`src/rtl/apb_master_ctrl.sv`:
```
// APB initiator: turns single-word client commands into SETUP/ACCESS transfers
// and returns one response per command, with an optional wait-state timeout.
//
// state  | meaning
// IDLE   | bus parked, accepting a command
// SETUP  | pSelect high, address/control presented
// ACCESS | pEnable high, waiting for pReady or timeout
module apb_master_ctrl #(
  parameter int ADDR_W  = 32,
  parameter int DATA_W  = 8,
  parameter int TIMEOUT = 16
) (
  input  logic              pClk,
  input  logic              pReset,
  input  logic              cmd_valid,
  output logic              cmd_ready,
  input  logic              cmd_write,
  input  logic [ADDR_W-1:0] cmd_addr,
  input  logic [DATA_W-1:0] cmd_wdata,
  output logic              rsp_valid,
  output logic [DATA_W-1:0] rsp_rdata,
  output logic              rsp_err,
  output logic              rsp_timeout,
  output logic              pSelect,
  output logic              pEnable,
  output logic              pWrite,
  output logic [ADDR_W-1:0] pAddress,
  output logic [DATA_W-1:0] pWData,
  input  logic [DATA_W-1:0] pRData,
  input  logic              pReady,
  input  logic              pSlvErr
);

  // A zero TIMEOUT still needs a legal one-bit counter.
  localparam int CNT_W = (TIMEOUT > 0) ? $clog2(TIMEOUT + 1) : 1;
  localparam bit TO_EN = (TIMEOUT > 0);
  localparam logic [CNT_W-1:0] TO_LAST = CNT_W'((TIMEOUT > 0) ? TIMEOUT - 1 : 0);

  typedef enum logic [1:0] {IDLE, SETUP, ACCESS} state_t;

  state_t           state, stateNext;
  logic [CNT_W-1:0] waitCnt;
  logic             accept, done, abort;

  always_comb begin
    stateNext = state;
    accept    = 1'b0;
    done      = 1'b0;
    abort     = 1'b0;
    cmd_ready = 1'b0;
    pSelect   = 1'b0;
    pEnable   = 1'b0;
    case (state)
      IDLE: begin
        cmd_ready = 1'b1;
        if (cmd_valid) begin
          accept    = 1'b1;
          stateNext = SETUP;
        end
      end
      SETUP: begin
        pSelect   = 1'b1;
        stateNext = ACCESS;
      end
      ACCESS: begin
        pSelect = 1'b1;
        pEnable = 1'b1;
        // Completion takes priority over a timeout firing in the same cycle.
        if (pReady) begin
          done      = 1'b1;
          stateNext = IDLE;
        end else if (TO_EN && (waitCnt == TO_LAST)) begin
          abort     = 1'b1;
          stateNext = IDLE;
        end
      end
      default: stateNext = IDLE;
    endcase
  end

  always_ff @(posedge pClk) begin
    if (!pReset) begin
      state       <= IDLE;
      waitCnt     <= '0;
      pWrite      <= 1'b0;
      pAddress    <= '0;
      pWData      <= '0;
      rsp_valid   <= 1'b0;
      rsp_rdata   <= '0;
      rsp_err     <= 1'b0;
      rsp_timeout <= 1'b0;
    end else begin
      state     <= stateNext;
      rsp_valid <= done | abort;
      if (accept) begin
        pWrite   <= cmd_write;
        pAddress <= cmd_addr;
        pWData   <= cmd_wdata;
      end
      if (state == SETUP) begin
        waitCnt <= '0;
      end else if (state == ACCESS && !done && !abort && waitCnt != '1) begin
        waitCnt <= waitCnt + 1'b1;
      end
      if (done) begin
        rsp_rdata   <= pWrite ? '0 : pRData;
        rsp_err     <= pSlvErr;
        rsp_timeout <= 1'b0;
      end else if (abort) begin
        rsp_rdata   <= '0;
        rsp_err     <= 1'b1;
        rsp_timeout <= 1'b1;
      end
    end
  end

endmodule
```
`config.mk`:
```
export PLATFORM = sky130hd
export DESIGN_NAME = apb_master_ctrl
export DESIGN_NICKNAME = d
export VERILOG_FILES = /design/src/rtl/apb_master_ctrl.sv
export SDC_FILE = /design/constraint.sdc
export NUM_CORES = 1
export LEC_CHECK = 0
export CAP_MARGIN = 20
export CORE_MARGIN = 2
export CORE_UTILIZATION = 39
export DETAILED_ROUTE_END_ITERATION = 6
export PLACE_DENSITY_LB_ADDON = 0.2
export SKIP_CTS_REPAIR_TIMING = 1
export SLEW_MARGIN = 20
export SYNTH_ARGS = -nofsm -noshare
export SYNTH_HDL_FRONTEND = slang
export SYNTH_SLANG_ARGS = --single-unit
export TNS_END_PERCENT = 5
```
`constraint.sdc`:
```
create_clock -name pClk -period 2.2 [get_ports pClk]
set_input_delay 0.33 -clock pClk [delete_from_list [all_inputs] [get_ports pClk]]
set_output_delay 0.33 -clock pClk [all_outputs]
set_load 0.005 [all_outputs]
```
# After elaboration in Yosys (flattened, before gate mapping)
# Cells that the tools add are included.
# totals
elab_cells,48
input_bits,54
out_inout_bits,55
register_bits,59
# classes
n_eq_ne,6
addsub,1
reduce_logical,11
n_bitwise,2
muxes,19
# op_table
op,n
$mux 8,3
$mux 1,12
$mux 2,3
$pmux 2 s3,1
$reduce_or 2->1,3
$add 5x1->5 const B,1
$eq 5x4->1 const B,1
$ne 5x5->1 const B,1
$logic_and 1x1->1,3
$ne 3x3->1 const B,1
$eq 2x1->1 const B,1
$eq 2x2->1 const B,1
$logic_not 1->1,2
$logic_not 2->1,1
$ne 2x2->1 const B,1
$reduce_and 2->1,1
$reduce_bool 2->1,1
$not 1->1,1
$or 1x1->1,1

# Longest topological paths before layout
# Gate-level depths: netlist of run 1.
# depth
ltp_word,7
ltp_mapped,7
ltp_nobuf,6

# Worst setup path after synthesis of run 1
# Ideal clock, no wire load.
# synth_timing
path_kind,flip-flop to flip-flop
startpoint,register waitCnt[0]
endpoint,register waitCnt[3]
path_stages_with_launch,7
required_ns,2.130
synth_period_minus_slack_ns,1.987
setup_slack_ns,0.213
n_path_buf,0
setup_ns,0.070
arrival_time_ns,1.917
cell_sequence,dfxtp_1 -> ha_1 -> and3_1 -> ha_1 -> or4b_4 -> or3_1 -> a21oi_1
# synth_via
elab_chain_cells,7
word_cells_on_any_way,9
classes_between,add/sub (1); eq/ne (2); mux (3); reduce/logical (3)
# synth_lines
element,line_no,rtl
"start, declared",42,logic [CNT_W-1:0] waitCnt;
"start signal, assigned",103,waitCnt <= waitCnt + 1'b1;
$eq 5x4->1,72,end else if (TO_EN && (waitCnt == TO_LAST)) begin
$mux 1,72,
$mux 1,69,if (pReady) begin
$mux 1,53,case (state)
$logic_not 1->1,102,end else if (state == ACCESS && !done && !abort && waitCnt != '1) begin
$logic_and 1x1->1 (2 in series),102,
# Several ways; a longest one is shown, not always the timed one.
# A chain may end at the register's enable or synchronous reset.

# Worst setup path after layout of run 1
# Same ends and word-level chain as after synthesis.

==> results of run 1 <==
cell type report:
cell class | count | share of cell area [%]
Multi-Input combinational cell | 184 | 25.4
Clock buffer | 12 | 4.34
Tap cell | 72 | 2.52
Timing Repair Buffer | 115 | 32.1
Clock inverter | 4 | 2.03
Sequential cell | 59 | 33.1
Inverter | 6 | 0.630
cell usage after synthesis:
cell type / count
sky130_fd_sc_hd__a211oi_1: 1
sky130_fd_sc_hd__a21oi_1: 47
sky130_fd_sc_hd__a22oi_1: 8
sky130_fd_sc_hd__and2_1: 1
sky130_fd_sc_hd__and3_1: 1
sky130_fd_sc_hd__and3b_1: 1
sky130_fd_sc_hd__buf_1: 2
sky130_fd_sc_hd__clkbuf_1: 13
sky130_fd_sc_hd__dfxtp_1: 59
sky130_fd_sc_hd__ha_1: 7
sky130_fd_sc_hd__inv_1: 5
sky130_fd_sc_hd__inv_2: 1
sky130_fd_sc_hd__mux2i_1: 2
sky130_fd_sc_hd__nand2_1: 91
sky130_fd_sc_hd__nand2b_1: 1
sky130_fd_sc_hd__nand3_1: 1
sky130_fd_sc_hd__nor2_1: 13
sky130_fd_sc_hd__nor2b_1: 1
sky130_fd_sc_hd__nor4b_1: 1
sky130_fd_sc_hd__o21ai_0: 3
sky130_fd_sc_hd__o21ai_1: 1
sky130_fd_sc_hd__or3_1: 2
sky130_fd_sc_hd__or4b_4: 1
sky130_fd_sc_hd__xnor2_1: 1
worst paths after layout:
path / end / slack (ns) / depth (start not counted) / startpoint
worst min register to register: pAddress[22] / 0.45 / 2 / pAddress[22]
worst max register to register: waitCnt[3] / 0.14 / 6 / waitCnt[0]
worst min-delay path: pAddress[22] / 0.45 / 2 / pAddress[22]
worst max-delay path: waitCnt[3] / 0.14 / 6 / waitCnt[0]
routing by layer:
| layer | routed length [um] | track usage, % |
|---|---|---|
| met4 | 68 | 9.47 |
| met5 | 0 | 0 |
| met3 | 420 | 6.44 |
| met1 | 2360 | 20.6 |
| met2 | 2700 | 33.7 |
per-stage QoR:
stage                     utilization (%)  setup WS, ns  hold WS [ns]  power (mW)
after floorplan                         -         0.213         0.440        1.81
after global placement               61.5         0.163         0.438        2.39
after detailed placement             61.5        0.0951         0.447        2.41
after CTS                            65.7        0.0753         0.456        3.55
after global routing                 65.7        0.0414         0.480        3.70
final                                65.7         0.140         0.452        3.49
registers in the layout, summed over array words and instances (netlist names):
name,flops
pAddress,32
pWData,8
pWrite,1
rsp_err,1
rsp_rdata,8
rsp_timeout,1
rsp_valid,1
state,2
waitCnt,5
cell families (layout without fill, tap and decap cells):
logic type / Yosys count / in the layout / share of synthesized area (%)
multiplexers: 2 / 2 / 0.925
buffers and inverters: 21 / 137 / 3.64
flip-flops: 59 / 59 / 54.6
adder cells (fa/ha/maj): 7 / 7 / 4.05
XOR/XNOR: 1 / 1 / 0.405
AND/OR/NAND/NOR: 114 / 114 / 21.5
AO/OA/AOI/OAI: 60 / 60 / 14.9
where the power goes:
group	leakage [nW]	internal (mW)	switching, mW
clock network	0.113	0.698	0.413
registers	0.482	1.23	0.0869
logic	0.754	0.578	0.486
worst min-delay path: cells and delay by family (launching register included):
kind | cells | cell delay, ns
flops | 1 | 0.31
simple gates | 1 | 0.05
compound gates | 1 | 0.05
==> results.txt, run 1 <==
----------------------------------------------------
[Run status]
  Result of the run ... completed

[Finish]
  Filler Cells Inserted ... 477
  Non-Filler Instances ... 452
  Fraction of layout instances using a drive strength above 1 ... 6.58%
  Sequential cell area in the final layout ... 1180 um^2
  Most frequent cells in the layout ... sky130_fd_sc_hd__clkdlybuf4s50_1 (108), sky130_fd_sc_hd__nand2_1 (91), sky130_fd_sc_hd__dfxtp_1 (59)
  Net count reported at finish ... 436
  Area Overhead vs Synth ... 65.2%
  Antenna cells ... 0
  Final standard cell area without fillers ... 3570 um^2
  Area of the multi-input gates ... 906 um^2
  Commonest non-fill, non-tap cell in the layout ... sky130_fd_sc_hd__clkdlybuf4s50_1

[Logic synthesis]
  Unique masters post-synth ... 24
  Dominant cells by area after synthesis ... sky130_fd_sc_hd__dfxtp_1 (55%), sky130_fd_sc_hd__nand2_1 (16%), sky130_fd_sc_hd__a21oi_1 (11%)
  Summed instance area of the synthesized netlist ... 2160 um^2
  Leading area contributor after synthesis ... sky130_fd_sc_hd__dfxtp_1
  Synth Area per Inst ... 8.19 um^2
  Post-Synthesis Cells ... 264
  Post-synthesis sequential element count ... 59
  Register area share after synthesis ... 54.6%
  Yosys synthesis warning count ... 0
  Share of the synthesized area in the top cell type ... 54.6%
  Net count after synthesis ... 325

[Timing]
  Post-route setup TNS ... 0 ns
  Measured slew at the worst slew-check pin ... 0.343 ns
  Unrepaired setup endpoints after global routing ... no
  Total count of max-transition violations in the final report ... 0
  Worst Skew ... 0.00464 ns
  Post-layout min period ... 2.06 ns
  Hold Vio Cnt, Final ... 0
  Max transition margin ... 77.1%
  Fmax ... 0.485 GHz
  Share of the clock period used by the worst path after layout ... 93.6%
  Number of endpoints failing setup at the final stage ... 0

[Drt]
  Initial DRC Count ... 54
  Routed wire length ... 5550 um
  Avg Vias per Cell ... 4.67
  Average wire per standard cell ... 12.3 um
  Drt pass-1 iters ... 4
  Via count of the routed design ... 2,113
  DRC viols ... 0
  Residual antenna-violating net count after detailed routing ... 0

[Clock tree]
  Clock buffer count from CTS ... 9
  Count of clock tree sinks ... 59
  Clock H-tree levels ... 3
  Maximum buffer depth of the clock tree ... 2
  CTS tree ... yes
  Worst skew pair latency ... 0.33 ns
  CTS root buffer ... sky130_fd_sc_hd__clkbuf_8
  Clock Pin Slew Worst Setup and Hold Paths ... 0.06 ns

[Setup path]
  Cell type group with the largest total delay on the critical path ... simple AND/OR/NAND/NOR gates
  List of cells traversed by the critical path ... ha_1 -> and3_1 -> ha_2 -> or4b_4 -> or3_1 -> a21oi_1
  Crit path buf inv count ... 0
  CP max FO ... 5
  Maximum single-stage delay on the critical path ... 0.54 ns
  WP data required ... 2.46 ns
  Capturing element type of the critical path ... flop
  Critical path startpoint category ... flop
  CP max-delay cell ... sky130_fd_sc_hd__or4b_4
  Arrival time worst endpoint ... 2.32 ns
  Worst setup path class ... flop to flop

[Floorplanning]
  Die area ... 6160 um^2
  Initial core utilization ... 39.8%
  Core box area ... 5440 um^2
  Chip Width ... 78.5 um
  Ports placed on the boundary ... 109
  Vertical extent of the die ... 78.5 um
  Cell row count ... 27

[Power and ir drop]
  Power density normalized to cell area ... 978 nW/um^2
  Largest vdd supply drop ... 621 uV
  Static power due to leakage ... 1.35 nW

[Place]
  Post-DP Area ... 3340 um^2
  Final estimated routing congestion in global placement ... 0.729
  DP Cell Count ... 436
  Half-perimeter wire length of the detailed placement result ... 3870 um
  Port bufs ... 108

[Global routing]
  Pin count of the biggest net entering global routing ... 35
  Wire length of the first global-routing pass ... 9270 um
  Overall global routing resource usage ... 19.2%
  Number of global-route vias before repair ... 2,129
  Overflow left after global routing ... 0
  Initial antenna violation count ... 0

[Min path]
  Kind of path behind the tightest hold check ... flop to flop

[Job]
  Max cap viols ... 0

----------------------------------------------------
(Power assumes the default switching activity.)
==> run 2, diff against run 1 <==
--- a/config.mk
+++ b/config.mk
@@ -8,6 +8,7 @@
 export CAP_MARGIN = 20
 export CORE_MARGIN = 2
 export CORE_UTILIZATION = 39
+export CTS_CLUSTER_DIAMETER = 120
 export DETAILED_ROUTE_END_ITERATION = 6
 export PLACE_DENSITY_LB_ADDON = 0.2
 export SKIP_CTS_REPAIR_TIMING = 1
==> results of run 2 <==
Final layout, timing and power as in run 1 (identical DEF).
